===== src/rtl/snn_seq_pkg.sv =====
// Shared state encoding and fault cause codes for the grid tick sequencer.
package snn_seq_pkg;
  typedef enum logic [2:0] {
    ST_IDLE   = 3'd0,
    ST_ISSUE  = 3'd1,
    ST_WAIT   = 3'd2,
    ST_NEXT   = 3'd3,
    ST_FINISH = 3'd4,
    ST_FAULT  = 3'd5
  } seq_state_t;

  localparam logic [1:0] ERR_NONE     = 2'd0;
  localparam logic [1:0] ERR_TIMEOUT  = 2'd1;
  localparam logic [1:0] ERR_GRID     = 2'd2;
  localparam logic [1:0] ERR_SPURIOUS = 2'd3;
endpackage


===== src/rtl/seq_watchdog.sv =====
// Loadable down-counter; expired fires on the decrement that would reach zero.
module seq_watchdog #(
  parameter int TO_W = 16
) (
  input  logic            clk,
  input  logic            reset_n,
  input  logic            en,
  input  logic            load,
  input  logic            dec,
  input  logic [TO_W-1:0] load_val,
  output logic            expired
);
  logic [TO_W-1:0] cnt;

  always_ff @(posedge clk) begin
    if (!reset_n)                    cnt <= '0;
    else if (load)                   cnt <= load_val;
    else if (en && dec && cnt != '0) cnt <= cnt - TO_W'(1);
  end

  // Firing on the 1->0 step makes FAULT follow exactly load_val WAIT cycles.
  assign expired = en && dec && (cnt == TO_W'(1));
endmodule


===== src/rtl/grid_tick_sequencer.sv =====
// Timestep scheduler: ticks each grid in order, waits for its done, repeats
// for num_timesteps, and parks in a sticky FAULT on error/timeout/stray done.
module grid_tick_sequencer
  import snn_seq_pkg::*;
#(
  parameter int NUM_GRIDS = 4,
  parameter int GIDX_W    = 2,
  parameter int TS_W      = 16,
  parameter int TO_W      = 16
) (
  input  logic                 clk,
  input  logic                 reset_n,
  input  logic                 start,
  input  logic                 abort,
  input  logic                 clear_error,
  input  logic [TS_W-1:0]      num_timesteps,
  input  logic [TO_W-1:0]      timeout_cycles,
  input  logic [NUM_GRIDS-1:0] grid_done,
  input  logic [NUM_GRIDS-1:0] grid_error,
  output logic [NUM_GRIDS-1:0] grid_tick,
  output logic                 busy,
  output logic [GIDX_W-1:0]    active_grid,
  output logic [TS_W-1:0]      timestep,
  output logic                 done,
  output logic                 error,
  output logic [1:0]           err_code
);
  seq_state_t state, state_nxt;

  logic [GIDX_W-1:0]    ag;
  logic [TS_W-1:0]      ts, num_lat;
  logic [TO_W-1:0]      to_lat;
  logic [1:0]           ec;
  logic [NUM_GRIDS-1:0] sel;
  logic [TS_W:0]        ts_inc;
  logic                 my_done, my_err, other_done, last_grid, ts_last;
  logic                 wd_dec, wd_exp;

  assign sel        = NUM_GRIDS'(1) << ag;
  assign my_done    = |(grid_done & sel);
  assign my_err     = |(grid_error & sel);
  assign other_done = |(grid_done & ~sel);
  assign last_grid  = (ag == GIDX_W'(NUM_GRIDS-1));
  // Full-width compare so a maximum-count run never wraps.
  assign ts_inc     = {1'b0, ts} + {{TS_W{1'b0}}, 1'b1};
  assign ts_last    = (ts_inc == {1'b0, num_lat});
  assign wd_dec     = (state == ST_WAIT) && !abort && !my_err && !my_done && !other_done;

  seq_watchdog #(.TO_W(TO_W)) u_wd (
    .clk(clk), .reset_n(reset_n), .en(to_lat != '0), .load(state == ST_ISSUE),
    .dec(wd_dec), .load_val(to_lat), .expired(wd_exp)
  );

  always_ff @(posedge clk) begin
    if (!reset_n) state <= ST_IDLE;
    else          state <= state_nxt;
  end

  always_comb begin
    state_nxt = state;
    case (state)
      ST_IDLE:   if (start) state_nxt = (num_timesteps != '0) ? ST_ISSUE : ST_FINISH;
      ST_ISSUE:  state_nxt = abort ? ST_IDLE : ST_WAIT;
      ST_WAIT: begin
        if (abort)           state_nxt = ST_IDLE;
        else if (my_err)     state_nxt = ST_FAULT;
        else if (my_done)    state_nxt = ST_NEXT;
        else if (other_done) state_nxt = ST_FAULT;
        else if (wd_exp)     state_nxt = ST_FAULT;
      end
      ST_NEXT:   state_nxt = abort ? ST_IDLE : ((last_grid && ts_last) ? ST_FINISH : ST_ISSUE);
      ST_FINISH: state_nxt = ST_IDLE;
      ST_FAULT:  if (clear_error) state_nxt = ST_IDLE;
      default:   state_nxt = ST_IDLE;
    endcase
  end

  always_ff @(posedge clk) begin
    if (!reset_n) begin
      ag <= '0; ts <= '0; num_lat <= '0; to_lat <= '0; ec <= ERR_NONE;
    end else begin
      case (state)
        ST_IDLE: if (start && num_timesteps != '0) begin
          num_lat <= num_timesteps; to_lat <= timeout_cycles; ag <= '0; ts <= '0;
        end
        ST_WAIT: if (!abort) begin
          if (my_err)                     ec <= ERR_GRID;
          else if (!my_done && other_done) ec <= ERR_SPURIOUS;
          else if (!my_done && wd_exp)     ec <= ERR_TIMEOUT;
        end
        ST_NEXT: if (!abort) begin
          if (!last_grid)   ag <= ag + GIDX_W'(1);
          else begin
            ag <= '0;
            if (!ts_last) ts <= ts_inc[TS_W-1:0];
          end
        end
        ST_FAULT: if (clear_error) ec <= ERR_NONE;
        default: ;
      endcase
    end
  end

  always_comb begin
    grid_tick   = (state == ST_ISSUE) ? sel : '0;
    busy        = (state == ST_ISSUE) || (state == ST_WAIT) || (state == ST_NEXT) || (state == ST_FINISH);
    done        = (state == ST_FINISH);
    error       = (state == ST_FAULT);
    err_code    = ec;
    active_grid = ag;
    timestep    = ts;
  end
endmodule


===== config.mk =====
export PLATFORM = sky130hd
export DESIGN_NAME = grid_tick_sequencer
export DESIGN_NICKNAME = d
export VERILOG_FILES = /design/src/rtl/snn_seq_pkg.sv /design/src/rtl/seq_watchdog.sv /design/src/rtl/grid_tick_sequencer.sv
export SDC_FILE = /design/constraint.sdc
export NUM_CORES = 1
export LEC_CHECK = 0
export BUFFER_PORTS_ARGS = -buffer_cell sky130_fd_sc_hd__buf_2
export CAP_MARGIN = 20
export CORE_MARGIN = 3
export CORE_UTILIZATION = 47
export CTS_CLUSTER_SIZE = 16
export DETAILED_ROUTE_END_ITERATION = 12
export GPL_ROUTABILITY_DRIVEN = 1
export GPL_TIMING_DRIVEN = 1
export PLACE_DENSITY_LB_ADDON = 0.12
export SLEW_MARGIN = 10
export SYNTH_ARGS = -nofsm -noshare
export SYNTH_HDL_FRONTEND = slang
export SYNTH_SLANG_ARGS = --single-unit

===== constraint.sdc =====
create_clock -name clk -period 7.7 [get_ports clk]
set_input_delay 2.31 -clock clk [delete_from_list [all_inputs] [get_ports clk]]
set_output_delay 2.31 -clock clk [all_outputs]
set_load 0.02 [all_outputs]

# Word level (Yosys, flattened, before mapping)
# Index checks and enable logic that the tools add are counted.
# word_totals
out_inout_bits,27
in_bits,45
register_bits,71
# op_classes
bitwise,4
eq_ne,17
shifts,1
n_mux,30
reduce_logical,33
add_sub_neg,3
# op_table
operator,count
16-bit 2-to-1 mux,6
16-bit nonzero test,3
16-bit case mux with 2 select lines,1
3-bit 2-to-1 mux,10
2-bit 2-to-1 mux,9
"16-bit by 1-bit adder with 17-bit output, second input constant",1
17-bit by 16-bit equality test with 1-bit output,1
"16-bit by 1-bit equality test with 1-bit output, second input constant",1
"16-bit by 1-bit subtractor with 16-bit output, second input constant",1
3-bit case mux with 5 select lines,1
"2-bit != test, second input constant",7
4-bit AND,3
4-bit OR reduction,3
1-bit logical AND,11
2-bit case mux with 2 select lines,2
"3-bit by 2-bit equality test with 1-bit output, second input constant",2
"3-bit equality test, second input constant",2
"6-bit != test, second input constant",1
3-bit AND reduction,2
2-bit nonzero test,3
5-bit AND reduction,1
1-bit logical NOT,4
4-bit 2-to-1 mux,1
"4-bit by 2-bit != test with 1-bit output, second input constant",1
other kinds (9),11

# Longest topological paths before layout
# Gate-level depths: netlist of run 1.
# logic_depth
word_depth,15
depth_mapped,10
mapped_depth_nobuf,9

# By module
# From an unflattened synthesis of run 1, not the netlist that was laid out.
# hier_totals
hier_cells,524
area_unflattened_um2,4250.3
# by_module_without_submodules
mod,cells_each,n_inst,seq_area_each_um2,area_each_um2
grid_tick_sequencer,405,1,1101.1,3193.1
seq_watchdog,119,1,320.3,1057.3

# Worst setup path after synthesis of run 1
# No wires, ideal clock.
# synth_timing
kind,input to register
start,input grid_done[2]
end,register u_wd.cnt[15]
path_slack_ns,3.331
required_time_ns,7.626
setup_time_ns,0.074
path_stages,8
path_buffers,1
arrival_time_ns,4.295
path_cell_list,a22o_1 -> a221oi_1 -> nor4b_1 -> and3_1 -> buf_4 -> nand4_2 -> or4_1 -> a31oi_1
# synth_via
elab_chain_cells,8
elab_cells_between_ends,11
# synth_rtl
element,line_no,source
"start, declared",grid_tick_sequencer.sv:18,"input logic [NUM_GRIDS-1:0] grid_done,"
4-bit AND,grid_tick_sequencer.sv:40,assign my_done = |(grid_done & sel);
4-bit OR reduction,grid_tick_sequencer.sv:40,
1-bit logical NOT,grid_tick_sequencer.sv:47,assign wd_dec = (state == ST_WAIT) && !abort && !my_err && !my_done && !other_done;
1-bit logical AND,grid_tick_sequencer.sv:47,
1-bit logical AND (*),grid_tick_sequencer.sv:47,
1-bit logical AND (*) (2 in series),seq_watchdog.sv:18,else if (en && dec && cnt != '0) cnt <= cnt - TO_W'(1);
2-bit nonzero test (no line) (*),--,
"end signal, assigned",seq_watchdog.sv:17,else if (load) cnt <= load_val;
"end signal, assigned",seq_watchdog.sv:18,
"end, declared",seq_watchdog.sv:13,logic [TO_W-1:0] cnt;
# Mark *: on every way between the ends. The rest lies on a longest branch, timed or not.
# A chain may end at the register's enable or synchronous reset.

# Final worst setup path of run 1
# Ends and elaborated chain as after synthesis.

==> impl_metrics.tcl, run 1 <==
set metrics [dict create \
    cts_hold_buf 0 \
    syn_nets 566 \
    worstMarginPinSlew_ns 1.034 \
    p_clk_share_pct 33.9 \
    fp.dieH_um 98.46 \
    place.gp.congestion 0.8720 \
    routedWlPerCell_um 15.19 \
    ctsHtreeMaxLevel 3 \
    row_count 33 \
    dr.pass1.iters 5 \
    grt_util_all_layers_pct 21.43 \
    clk-insertion-delay-late_ns 0.35 \
    power_frac_seq_pct 50.9 \
    power_uw 787.9 \
    fmax_mhz 211.0 \
    required_ns 7.98 \
    postCtsSetupRepairBufs 0 \
    clk_pin_slew_ns 0.08 \
    finalSetupViolCount 0 \
    layout-drive-gt1-share_pct 18.98 \
    worst-setup-path-type "primary input to flip-flop" \
    ys_async_sr_fraction_pct 0 \
    min_period_over_period_pct 61.55 \
    grt_pass1_wl_mm 17.33 \
    internal_power_uw 556.8 \
    synth_area_leaders "dfxtp_1, nand2_1, a21oi_1, nor2_1, xnor2_1" \
    synth_top_area_cell "dfxtp_1" \
    postSynthAreaPerCell_um2 7.816 \
    drc 0 \
    synth_commonest_cells "nand2_1, dfxtp_1, a21oi_1" \
    stdcell_area_um2 4569 \
    grt_busiest_layer "met1" \
    yosysWarnings 0 \
    grt_pass1_vias 3583 \
    synthAdderAreaFrac_pct 2.180 \
    synth_area_um2 4018 \
    antenna_found_initial 0 \
    whs_ns 0.4713 \
    via_count 3938 \
    synth_ff_type "dfxtp_1" \
    cts_sinks 71 \
    pwr-share-comb_pct 15.2 \
    core_um2 8258 \
    io_pins 72 \
    synth_top_area_share_pct 35.38 \
    worstPathArrival_ns 5.02 \
    placed_cell_area_um2 4395 \
    post_cts_resized 0 \
    finClkSkew_ns 0.009508 \
    use_met2_pct 29.64 \
    max_slew_margin_pct 30.80 \
    cts_made_buffers 9 \
    reg2reg_depth 8 \
    muxShareOfSynthArea_pct 1.308 \
    synth_top_family_by_area "simple AND/OR/NAND/NOR gates" \
    startpoint "grid_done[2]" \
    min_period_ns 4.740 \
    power_density_nw_per_um2 172.4 \
    finalSetupTns_ns 0 \
    synthXorXnorAreaFrac_pct 5.450 \
    die_x_um 98.46 \
    nNetsFinal 616 \
    switching_share_pct 29.33 \
    syn_inst 514 \
    antenna_cells 0 \
    initial_core_util_pct 48.65 \
    cts_tree "yes" \
    grtUsageMet3_pct 3.468 \
    startpoint_type "primary input" \
    reg2reg_from "timestep[0]" \
    outcome "completed" \
    place_hpwl_mm 7.371 \
    switchingPower_uw 231.1 \
    drv_cap 0 \
    hold_path_class "flip-flop to flip-flop" \
    crit_fanout 10 \
    r2r_slack_ns 3.86 \
    p_leak_uw 0.001830 \
    antenna_left 0 \
    finalHoldViolCount 0 \
    die_area_um2 9693 \
    ys_ff_latch 71 \
    r2r-end "timestep[2]" \
    synth-edff-count 0 \
    ys_seq_area_share_pct 35.38 \
    synthToLayoutAreaGrowth_pct 13.73 \
    grt.overflow.total 0 \
    crit_path_end "u_wd.cnt[15]" \
    cts_root_buf "clkbuf_8" \
    ir_worst_vdd_v 0.00008290 \
    synth-compound-area-share_pct 19.62 \
    dr.first_iter.drc_count 365 \
    grt_max_degree 55 \
    endpoint_kind "flip-flop" \
    synth_cell_types 63 \
    rsz0062_at_grt "false" \
    vias_per_cell 5.843 \
    synthSimpleGateAreaFrac_pct 31.24 \
    io_buffers 71 \
    synth_most_common_cell "nand2_1" \
    met1_usage_pct 33.14 \
    routed_wl_mm 10.24 \
    drv_slew 0 \
    cts_buffer_depth 2 \
]
==> cell usage in the layout (no fill, tap or decap), types with 4 or more instances in the layout <==
cell type | Yosys | layout
nand3_1 | 12 | 12
nand2_1 | 92 | 92
inv_1 | 9 | 9
and3_1 | 4 | 4
nor4b_1 | 5 | 5
xnor2_1 | 15 | 15
clkbuf_8 | 0 | 10
a31oi_1 | 8 | 8
o21ai_0 | 14 | 14
nor4_1 | 13 | 13
a21oi_1 | 48 | 48
nand4_1 | 6 | 6
nor2_1 | 45 | 45
dfxtp_1 | 71 | 71
buf_2 | 8 | 71
a22o_1 | 4 | 4
ha_1 | 7 | 7
clkinv_2 | 0 | 4
xor2_1 | 10 | 10
and2_1 | 10 | 10
nand2b_1 | 5 | 5
o211ai_1 | 4 | 4
nor3_1 | 17 | 17
a221o_1 | 10 | 10
or3_1 | 6 | 6
==> flip-flops by register name, indices dropped and copies added (netlist names) <==
name	count
u_wd.cnt	16
err_code	2
timestep	16
num_lat	16
active_grid	2
state	3
to_lat	16
==> per-stage QoR <==
stage                     setup slack, ns  std cells  utilization, %
after floorplan                     3.331        514               -
after global placement              2.840        657           52.89
after detailed placement            2.651        658           53.23
after CTS                           3.013        674           55.33
after global routing                2.762        674           55.33
final                               2.960        674           55.33
==> how the worst min path moves through the flow <==
stage	from	endpoint	slack, ns	depth (start not counted)
after floorplan	to_lat[13]	to_lat[13]	0.44	2
after global placement	num_lat[12]	num_lat[12]	0.46	2
after detailed placement	num_lat[12]	num_lat[12]	0.46	2
after CTS	num_lat[13]	num_lat[13]	0.47	2
after global routing	to_lat[8]	to_lat[8]	0.50	2
final	num_lat[13]	num_lat[13]	0.47	2
==> cells by family after synthesis <==
group,count (synthesis)
xor+xnor,25
simple gates,242
flops,71
compound gates,119
mux,5
fa+ha+maj,7
buf+inv,45
==> metal layers <==
layer  vias up  part of all wire (%)
met5         -                     0
met4         0                   1.4
met3        12                   6.8
met2       136                    42
met1      1822                    50
li1       1968                     -
==> worst max-delay path: stages <==
cell	delay, ns
buf_2	0.11
a22o_1	0.21
a221oi_1	0.51
nor4b_1	0.54
and3_1	0.48
nand4_2	0.23
or4_1	0.46
a31oi_1	0.16
==> power groups by stage <==
stage / clock [µW] / combinational, µW / sequential [µW]
4_1_cts: 274 / 120 / 401
2_1_floorplan: 0 / 85.2 / 403
5_1_grt: 288 / 135 / 404
6_report: 267 / 120 / 401
3_3_place_gp: 0 / 114 / 409
3_5_place_dp: 0 / 119 / 409
==> area by class of cell <==
type	instances	area [µm²]
multi-input cells	398	2407
clock buffers	10	137.6
fillers	842	3689
flip-flops and latches	71	1421
inverters	10	37.54
well taps	105	131.4
clock inverters	6	36.28
repair buffers	74	397.9
(Power assumes the default switching activity.)
==> inputs of run 2 (changes only) <==
clock period = 4.7 ns   (was 7.7 ns; I/O delays follow)
==> run 2 against run 1 <==
Net effect: final area rose by 1.7%; die area did not move; routed wire length barely moved; combinational power rose by 63%; via count rose by 0.76%; first-iteration DRC count fell by 12%; clock power rose by 120%; clock skew rose by 0.00060 ns; hold slack got worse by 0.0022 ns; core utilization rose by 0.95 points; non-clock buffer count rose by 1; register-to-register slack got worse by 2.7 ns; critical endpoint unchanged; largest power group unchanged.
==> impl_metrics.tcl, run 2 (synthesized netlist as in run 1, its figures left out) <==
set metrics [dict create \
    seq_area_um2 1421 \
    hold_path_class "flip-flop to flip-flop" \
    drc 0 \
    cts_root_buf "clkbuf_8" \
    drv_slew 0 \
    post_cts_resized 0 \
    row_count 33 \
    io_pins 72 \
    fill_cells 797 \
    required_ns 4.97 \
    dr.pass1.iters 5 \
    grt_pass1_vias 3489 \
    worst-setup-path-type "primary input to flip-flop" \
    place_hpwl_mm 7.382 \
    p_leak_uw 0.001867 \
    grt_util_all_layers_pct 21.00 \
    cts_sinks 71 \
    endpoint_kind "flip-flop" \
    crit_fanout 10 \
    cts_tree "yes" \
    grt.overflow.total 0 \
    routed_wl_mm 10.24 \
    clk_pin_slew_ns 0.08 \
    fin_cells 675 \
    cts_buffer_depth 2 \
    ir_worst_vdd_v 0.0001736 \
    die_area_um2 9693 \
    antenna_found_initial 0 \
    worstPathArrival_ns 4.16 \
    fp.dieH_um 98.46 \
    nNetsFinal 617 \
    fmax_mhz 257.0 \
    cts_made_buffers 9 \
    place.gp.congestion 0.8587 \
    antenna_cells 0 \
    routedWlPerCell_um 15.17 \
    vias_per_cell 5.879 \
    die_x_um 98.46 \
    finClkSkew_ns 0.01011 \
    worstMarginPinSlew_ns 0.9400 \
    crit_slowest_cell "nor4b_1" \
    via_count 3968 \
    outcome "completed" \
    cts_hold_buf 0 \
    dp.cells 659 \
    dr.first_iter.drc_count 323 \
    crit_family "simple AND/OR/NAND/NOR gates" \
    power_density_nw_per_um2 312.4 \
    synthToLayoutAreaGrowth_pct 15.70 \
    crit_chain "buf_2, a22o_1, a221oi_1, nor4b_1, and3_1, nand4_2, or4_1, a31oi_1" \
    drv_cap 0 \
    finalHoldViolCount 0 \
    core_um2 8258 \
    min_period_ns 3.891 \
    grt_pass1_wl_mm 17.06 \
    rsz0062_at_grt "false" \
    postCtsSetupRepairBufs 0 \
    final_cell_mix "nand2_1, dfxtp_1, buf_2" \
    clk-insertion-delay-late_ns 0.35 \
    io_buffers 71 \
    grt_max_degree 55 \
    stdcell_area_um2 4648 \
    finalSetupTns_ns 0 \
    worst-path-buf-inv 1 \
    multi_input_area_um2 2407 \
    startpoint_type "primary input" \
    initial_core_util_pct 48.65 \
    antenna_left 0 \
    layout-drive-gt1-share_pct 19.12 \
    finalSetupViolCount 0 \
    max_slew_margin_pct 37.33 \
    placed_cell_area_um2 4403 \
    min_period_over_period_pct 82.79 \
    ctsHtreeMaxLevel 3 \
    critPathMaxStageDelay_ns 0.57 \
    final_common_cell "nand2_1" \
]
==> run 2: cell types whose count changed in the layout (fill, tap and decap cells not counted) <==
cell | previous run | this run
bufinv_16 | 0 | 3
clkinv_2 | 4 | 1
clkinv_4 | 1 | 3
buf_4 | 2 | 3
clkbuf_8 | 10 | 9
clkinvlp_4 | 1 | 0
==> run 2: final timing paths <==
kind / start / end / slack [ns] / depth (start not counted)
worst min-delay path: num_lat[13] / num_lat[13] / 0.47 / 2
worst max register to register: active_grid[0] / u_wd.cnt[15] / 1.19 / 9
worst min register to register: num_lat[13] / num_lat[13] / 0.47 / 2
worst max-delay path: grid_done[2] / u_wd.cnt[15] / 0.81 / 8
==> run 2: per-stage QoR <==
stage / hold slack (ns) / utilization [%] / setup slack [ns] / power (µW)
5_1_grt: 0.4973 / 56.29 / 0.6522 / 1514
3_3_place_gp: 0.4589 / 52.98 / 0.7307 / 856.5
6_report: 0.4691 / 56.29 / 0.8090 / 1452
2_1_floorplan: 0.4443 / - / 1.231 / 799.6
4_1_cts: 0.4708 / 56.29 / 0.8910 / 1460
3_5_place_dp: 0.4605 / 53.32 / 0.5273 / 866.2
==> run 2: worst register-to-register path, stage by stage, from the launching register on <==
cell and delay [ns]:
dfxtp_1 0.42, inv_1 0.09, ha_1 0.24, a22o_1 0.23, a221oi_1 0.56, nor4b_1 0.57
and3_1 0.48, nand4_2 0.23, or4_1 0.46, a31oi_1 0.16
==> run 2: cell type report <==
class	count	share of cell area, %
Tap cell	105	2.826
Clock buffer	9	2.665
Clock inverter	7	2.611
Timing Repair Buffer	75	8.721
Sequential cell	71	30.58
Inverter	10	0.8075
Multi-Input combinational cell	398	51.79
==> run 2: where the power goes <==
part	switching (µW)	internal (µW)	total, µW
clock	245	354	599
combinational	116	80.2	196
sequential	27.6	629	657
==> run 2: routing by layer <==
layer | vias up | track usage, % | routed length, µm
li1 | 1960 | - | -
met4 | 0 | 5.882 | 59
met5 | - | 0 | 0
met1 | 1852 | 32.69 | 5246
met3 | 10 | 3.114 | 680
met2 | 146 | 29.95 | 4256
